**config.mk**
```make
export PLATFORM = sky130hd
export DESIGN_NAME = disp_scan
export DESIGN_NICKNAME = d
export VERILOG_FILES = /design/src/rtl/disp_pkg.sv /design/src/rtl/seg7_hex_decode.sv /design/src/rtl/disp_scan.sv
export SDC_FILE = /design/constraint.sdc
export NUM_CORES = 1
export LEC_CHECK = 0
export ABC_AREA = 0
export CAP_MARGIN = 10
export CORE_MARGIN = 4
export CORE_UTILIZATION = 48
export DETAILED_ROUTE_END_ITERATION = 8
export PLACE_DENSITY = 0.73
export SYNTH_ARGS = -nofsm -noshare
export SYNTH_HDL_FRONTEND = slang
export SYNTH_SLANG_ARGS = --single-unit
```
**constraint.sdc**
```tcl
create_clock -name clk -period 2.7 [get_ports clk]
set_input_delay 0.54 -clock clk [delete_from_list [all_inputs] [get_ports clk]]
set_output_delay 0.54 -clock clk [all_outputs]
set_load 0.02 [all_outputs]
```
**src/rtl/disp_pkg.sv**
```systemverilog
// Shared types and constants for the multiplexed seven-segment display scanner.
package disp_pkg;

    typedef enum logic [1:0] {
        StOff,
        StGuard,
        StShow
    } disp_state_e;

    localparam logic [6:0] SEG_BLANK = 7'h7F;

    // Active-low {g,f,e,d,c,b,a}, entry 15 (F) first down to entry 0.
    localparam logic [15:0][6:0] SEG_TABLE = {
        7'h0E, 7'h06, 7'h21, 7'h46, 7'h03, 7'h08, 7'h10, 7'h00,
        7'h78, 7'h02, 7'h12, 7'h19, 7'h30, 7'h24, 7'h79, 7'h40
    };

endpackage

```
**src/rtl/seg7_hex_decode.sv**
```systemverilog
// Combinational hex nibble to active-low seven-segment decode with blank override.
module seg7_hex_decode
    import disp_pkg::*;
(
    input  logic [3:0] nibble_i,
    input  logic       blank_i,
    output logic [6:0] seg_o
);

    always_comb begin
        seg_o = SEG_TABLE[nibble_i];
        if (blank_i) begin
            seg_o = SEG_BLANK;
        end
    end

endmodule

```
**src/rtl/disp_scan.sv**
```systemverilog
// Four-digit (parameterisable) display scanner: scan_clk is synchronised as data, each rising
// edge advances one digit, with an all-off guard interval and per-scan shadowing of the inputs.
module disp_scan
    import disp_pkg::*;
#(
    parameter int DIGITS       = 4,
    parameter int BLANK_CYCLES = 64
) (
    input  logic                      clk,
    input  logic                      reset,
    input  logic                      scan_clk,
    input  logic                      enable,
    input  logic [4*DIGITS-1:0]       value,
    input  logic [DIGITS-1:0]         dp,
    input  logic                      blank_lz,
    output logic [DIGITS-1:0]         an,
    output logic [6:0]                seg,
    output logic                      dp_n,
    output logic [$clog2(DIGITS)-1:0] digit_idx
);

    localparam int IdxW = $clog2(DIGITS);
    localparam int CntW = (BLANK_CYCLES > 1) ? $clog2(BLANK_CYCLES) : 1;
    localparam logic [CntW-1:0] CntLoad = (BLANK_CYCLES > 0) ? CntW'(BLANK_CYCLES - 1) : '0;
    localparam logic [IdxW-1:0] LastIdx = IdxW'(DIGITS - 1);
    localparam disp_state_e     EnterSt = (BLANK_CYCLES == 0) ? StShow : StGuard;

    logic                s1_q, s2_q, s3_q;
    logic                scan_rise;
    disp_state_e         state_q, state_d;
    logic [CntW-1:0]     cnt_q, cnt_d;
    logic [IdxW-1:0]     idx_q, idx_d;
    logic                latch;
    logic [4*DIGITS-1:0] val_sh_q, val_sh_d;
    logic [DIGITS-1:0]   dp_sh_q, dp_sh_d;
    logic                blz_sh_q, blz_sh_d;
    logic [DIGITS-1:0]   lz_blank;
    logic                show_d;
    logic [3:0]          nibble_d;
    logic                seg_blank_d;
    logic [DIGITS-1:0]   an_q, an_d;
    logic [6:0]          seg_q, seg_d;
    logic                dp_n_q, dp_n_d;

    assign scan_rise = s2_q & ~s3_q;

    always_comb begin
        state_d = state_q;
        cnt_d   = cnt_q;
        idx_d   = idx_q;
        latch   = 1'b0;
        if (!enable) begin
            state_d = StOff;
        end else begin
            unique case (state_q)
                StOff: begin
                    if (scan_rise) begin
                        state_d = EnterSt;
                        cnt_d   = CntLoad;
                        idx_d   = '0;
                        latch   = 1'b1;
                    end
                end
                StGuard: begin
                    // Edges arriving here are intentionally dropped.
                    if (cnt_q == '0) begin
                        state_d = StShow;
                    end else begin
                        cnt_d = cnt_q - CntW'(1);
                    end
                end
                StShow: begin
                    if (scan_rise) begin
                        state_d = EnterSt;
                        cnt_d   = CntLoad;
                        if (idx_q == LastIdx) begin
                            idx_d = '0;
                            latch = 1'b1;
                        end else begin
                            idx_d = idx_q + IdxW'(1);
                        end
                    end
                end
                default: state_d = StOff;
            endcase
        end
    end

    always_comb begin
        val_sh_d = val_sh_q;
        dp_sh_d  = dp_sh_q;
        blz_sh_d = blz_sh_q;
        if (latch) begin
            val_sh_d = value;
            dp_sh_d  = dp;
            blz_sh_d = blank_lz;
        end
    end

    // Digit k is blank when it and every higher nibble are zero; digit 0 always shows.
    always_comb begin
        logic zero_run;
        lz_blank = '0;
        zero_run = blz_sh_d;
        for (int k = DIGITS - 1; k >= 1; k--) begin
            zero_run    = zero_run & (val_sh_d[4*k +: 4] == 4'h0);
            lz_blank[k] = zero_run;
        end
    end

    // Outputs are computed from next-state values so an/seg/dp_n move with the state register.
    always_comb begin
        show_d      = (state_d == StShow);
        nibble_d    = val_sh_d[{idx_d, 2'b00} +: 4];
        seg_blank_d = ~show_d | lz_blank[idx_d];
        an_d        = '1;
        dp_n_d      = 1'b1;
        if (show_d) begin
            an_d   = ~(DIGITS'(1) << idx_d);
            dp_n_d = ~dp_sh_d[idx_d];
        end
    end

    seg7_hex_decode u_decode (
        .nibble_i (nibble_d),
        .blank_i  (seg_blank_d),
        .seg_o    (seg_d)
    );

    always_ff @(posedge clk) begin
        if (reset) begin
            s1_q     <= 1'b0;
            s2_q     <= 1'b0;
            s3_q     <= 1'b0;
            state_q  <= StOff;
            cnt_q    <= '0;
            idx_q    <= '0;
            val_sh_q <= '0;
            dp_sh_q  <= '0;
            blz_sh_q <= 1'b0;
            an_q     <= '1;
            seg_q    <= SEG_BLANK;
            dp_n_q   <= 1'b1;
        end else begin
            s1_q     <= scan_clk;
            s2_q     <= s1_q;
            s3_q     <= s2_q;
            state_q  <= state_d;
            cnt_q    <= cnt_d;
            idx_q    <= idx_d;
            val_sh_q <= val_sh_d;
            dp_sh_q  <= dp_sh_d;
            blz_sh_q <= blz_sh_d;
            an_q     <= an_d;
            seg_q    <= seg_d;
            dp_n_q   <= dp_n_d;
        end
    end

    assign an        = an_q;
    assign seg       = seg_q;
    assign dp_n      = dp_n_q;
    assign digit_idx = idx_q;

endmodule

```
==> summary.txt <==
Clock network
  – Root Buffer: clkbuf_8
  – CTS tree: yes
  – CTS clk-pin slew, worst paths: 0.09 ns
  – CTS H-tree depth: 2
  – Clk_lat worst skew: 0.30 ns
  – Cts bufs inserted: 5
  – Clock sinks: 46
  – Clock Path Buffers: 2
  – # hold bufs at CTS: 0

Yosys
  – Yosys cell types: 58
  – Top FF cell, synth: dfxtp_1
  – YS warnings: 0
  – Avg Inst Size Synth: 8.92 µm²
  – Post-synthesis net count: just over 300
  – Share of synthesized registers carrying an async set or reset: 0%
  – Top cells by count, synth: dfxtp_1, nand2_1, a21oi_1
  – Synthesized area: 2450 µm²
  – Cells after Synth: 275
  – Synth area leaders: dfxtp_1, mux2i_1, a21oi_1, nand2_1, ha_1
  – Sequential area share after synthesis: 37.6%
  – Most frequent cell after synthesis: dfxtp_1
  – Yosys top cell by area: dfxtp_1
  – Synth top area share: between 30% and 40%
  – Post-synth EDFFs: 0
  – #FFs+latches synth: 46

Timing
  – Max-slew violation count: 0
  – Final hold vios: 0
  – RSZ-0062 raised after global routing: yes
  – Crit path time final: 2.64 ns
  – Clk_skew: roughly 0.007 ns
  – Worst hold slack: 0.444 ns
  – Rel. slew slack: slightly below 60%
  – Setup WS post-layout: ~0.059 ns
  – Max Fclk: 0.379 GHz
  – Actual slew at the worst max-slew pin: about 0.6 ns
  – Setup violators final: 0
  – Final period util: 97.8%

Floorplan
  – Die area: 6320 µm²
  – Row count: 25
  – Die X: between 70 and 80 µm
  – Initial Utilization: 50.6%
  – Height of the die: about 80 µm
  – Core area: around 4800 µm²
  – IO Pins: 39

Placement
  – Dpl cells: between 400 and 500
  – Pre-CTS setup slack: -0.374 ns
  – Estimated wirelength of the detail-placed design: 4320 µm
  – Port Buffers: 38
  – Routability cong.: 0.856

Routing
  – Via/cell ratio: 5.42
  – DRT Pass-1 Iters: 4
  – DRC viols: 0
  – Wire per inst: 14.6 µm
  – Via count: roughly 2.2k
  – Initial drt markers: between 100 and 150
  – Final wirelength: 6040 µm
  – ANT nets after route: 0

Final layout
  – Multi-input gate area: 1530 µm²
  – Post-Layout Cell Count: 414
  – Fillers: between 300 and 400
  – Layout area overhead: 36.9%
  – # nets final: 378
  – Final core utilization: 69.3%
  – Share of layout cells above drive strength 1: 24.5%
  – # diodes: 0
  – Storage element area: between 900 and 1000 µm²

Pwr
  – Sw Ratio: 23.6%
  – Combinational share of power: 11.8%
  – Clk pwr share: a little under two fifths
  – Net Switching: 326 µW
  – Pwr/cell area: 412 nW/µm²
  – Lkg Pwr: 1.26 nW
  – Power Internal: 1.06 mW
  – Flop pwr share: a little over 50%
  – Worst vdd ir: roughly 0.31 mV
  – Overall power: between 1 and 1.5 mW

Global routing
  – Vias in the first global route: roughly 2.0k
  – Largest net degree at the start of global routing: 34
  – Initial antenna violation count: 0
  – First-pass GRT wire length: 9560 µm
  – GR Overflow Total: 0
  – Total GRT Usage: 19.0%

Critical path
  – Worst EP required: ~2.9 ns
  – Worst setup SP type: primary input
  – Kind of critical path: primary input to flop
  – Critical Path AT: 2.86 ns
  – Crit path capture type: flop
  – CP Max Fanout: 7

Worst hold path
  – Hold crit path type: flop to flop

Run
  – MaxCap Viol Count: 0

Status
  – Outcome: complete, no violations
## layer usage
layer / vias up / track usage, % / wire length [µm]
met1: 1054 / 25.9 / 2820
li1: 1131 / - / -
met4: 0 / 4.98 / 106
met3: 11 / 4.06 / 254
met2: 48 / 30.2 / 2870
met5: - / 0 / 0
## metrics by stage
| stage | cell area, µm² | TNS, ns |
|---|---|---|
| finish | 3360 | 0 |
| CTS | 3270 | 0 |
| floorplan | 2460 | 0 |
| global route | 3360 | -0.139 |
| detailed placement | 3120 | -1.95 |
| global placement | 3120 | -1.53 |
## final cells by class
class	count	share of cell area (%)
Multi-Input combinational cell	209	45.5
Tap cell	67	2.50
Clock buffer	6	2.16
Clock inverter	2	1.12
Timing Repair Buffer	77	20.4
Sequential cell	46	27.5
Inverter	7	0.782
## flip-flops by register name, indices dropped and copies added (netlist names)
register	flops
val_sh_q	16
seg	7
cnt_q	6
an	4
dp_sh_q	4
digit_idx	2
state_q	2
blz_sh_q	1
dp_n	1
s1_q	1
s2_q	1
s3_q	1
## cell usage in the layout, fill, tap and decap left out, types with 2 or more instances in the layout
master,count
a211oi_1,4
a211oi_2,2
a21oi_1,29
a22oi_2,2
and2_1,5
buf_4,38
clkbuf_8,5
clkdlybuf4s50_1,38
dfxtp_1,44
dfxtp_2,2
ha_1,3
ha_2,2
ha_4,2
inv_1,6
mux2_2,3
mux2i_1,15
mux2i_2,3
nand2_1,35
nand2b_1,5
nand3_1,6
nand3b_1,3
nand4_1,2
nor2_1,18
nor2b_1,6
nor3_1,9
nor3_2,2
nor4_1,5
o211ai_1,2
o21ai_0,2
o221ai_1,2
o22a_1,2
o22ai_1,2
or3b_1,2
or3b_2,2
xnor2_1,2
xor2_1,2
## path summary, 6_finish.rpt
| path | from | to | slack, ns | depth (start not counted) |
|---|---|---|---|---|
| worst max-delay path | enable | seg[6]$_SDFF_PP1_ | 0.06 | 11 |
| worst min-delay path | s1_q$_SDFF_PP0_ | s2_q$_SDFF_PP0_ | 0.44 | 1 |
| worst max register to register | digit_idx[0]$_SDFF_PP0_ | seg[5]$_SDFF_PP1_ | 0.16 | 10 |
| worst min register to register | s1_q$_SDFF_PP0_ | s2_q$_SDFF_PP0_ | 0.44 | 1 |
## critical path, cell delays in order
cell and delay [ns]:
clkdlybuf4s50_1 0.48, and4bb_4 0.32, mux2_4 0.34, and2_1 0.16
a22oi_2 0.18, and2_4 0.19, ha_1 0.14, inv_1 0.06
nor3_2 0.22, a21oi_1 0.06, o221ai_1 0.18
## kinds of logic after synthesis
kind of cell / count (synthesis) / synth area share (%)
AO/OA/AOI/OAI: 64 / 18.9
XOR/XNOR: 4 / 1.43
adder cells (fa/ha/maj): 7 / 3.57
buffers and inverters: 20 / 4.13
flip-flops: 46 / 37.6
multiplexers: 22 / 9.34
AND/OR/NAND/NOR: 112 / 25.1
## power by group through the flow
stage                     Clock, mW  Sequential, mW  Combinational [mW]
after floorplan                   0           0.715              0.0772
after global placement            0           0.717               0.147
after detailed placement          0           0.717               0.149
after CTS                     0.519           0.701               0.152
after global routing          0.551           0.703               0.178
final                         0.518           0.702               0.163
## timing repair
item                                    in CTS  in global routing
endpoints found under the setup margin       3                  7
setup buffers                                2                  2
resized for setup                            4                 14
hold endpoints to repair                     0                  0
pin swaps                                    0                  7
(Power assumes the default switching activity.)
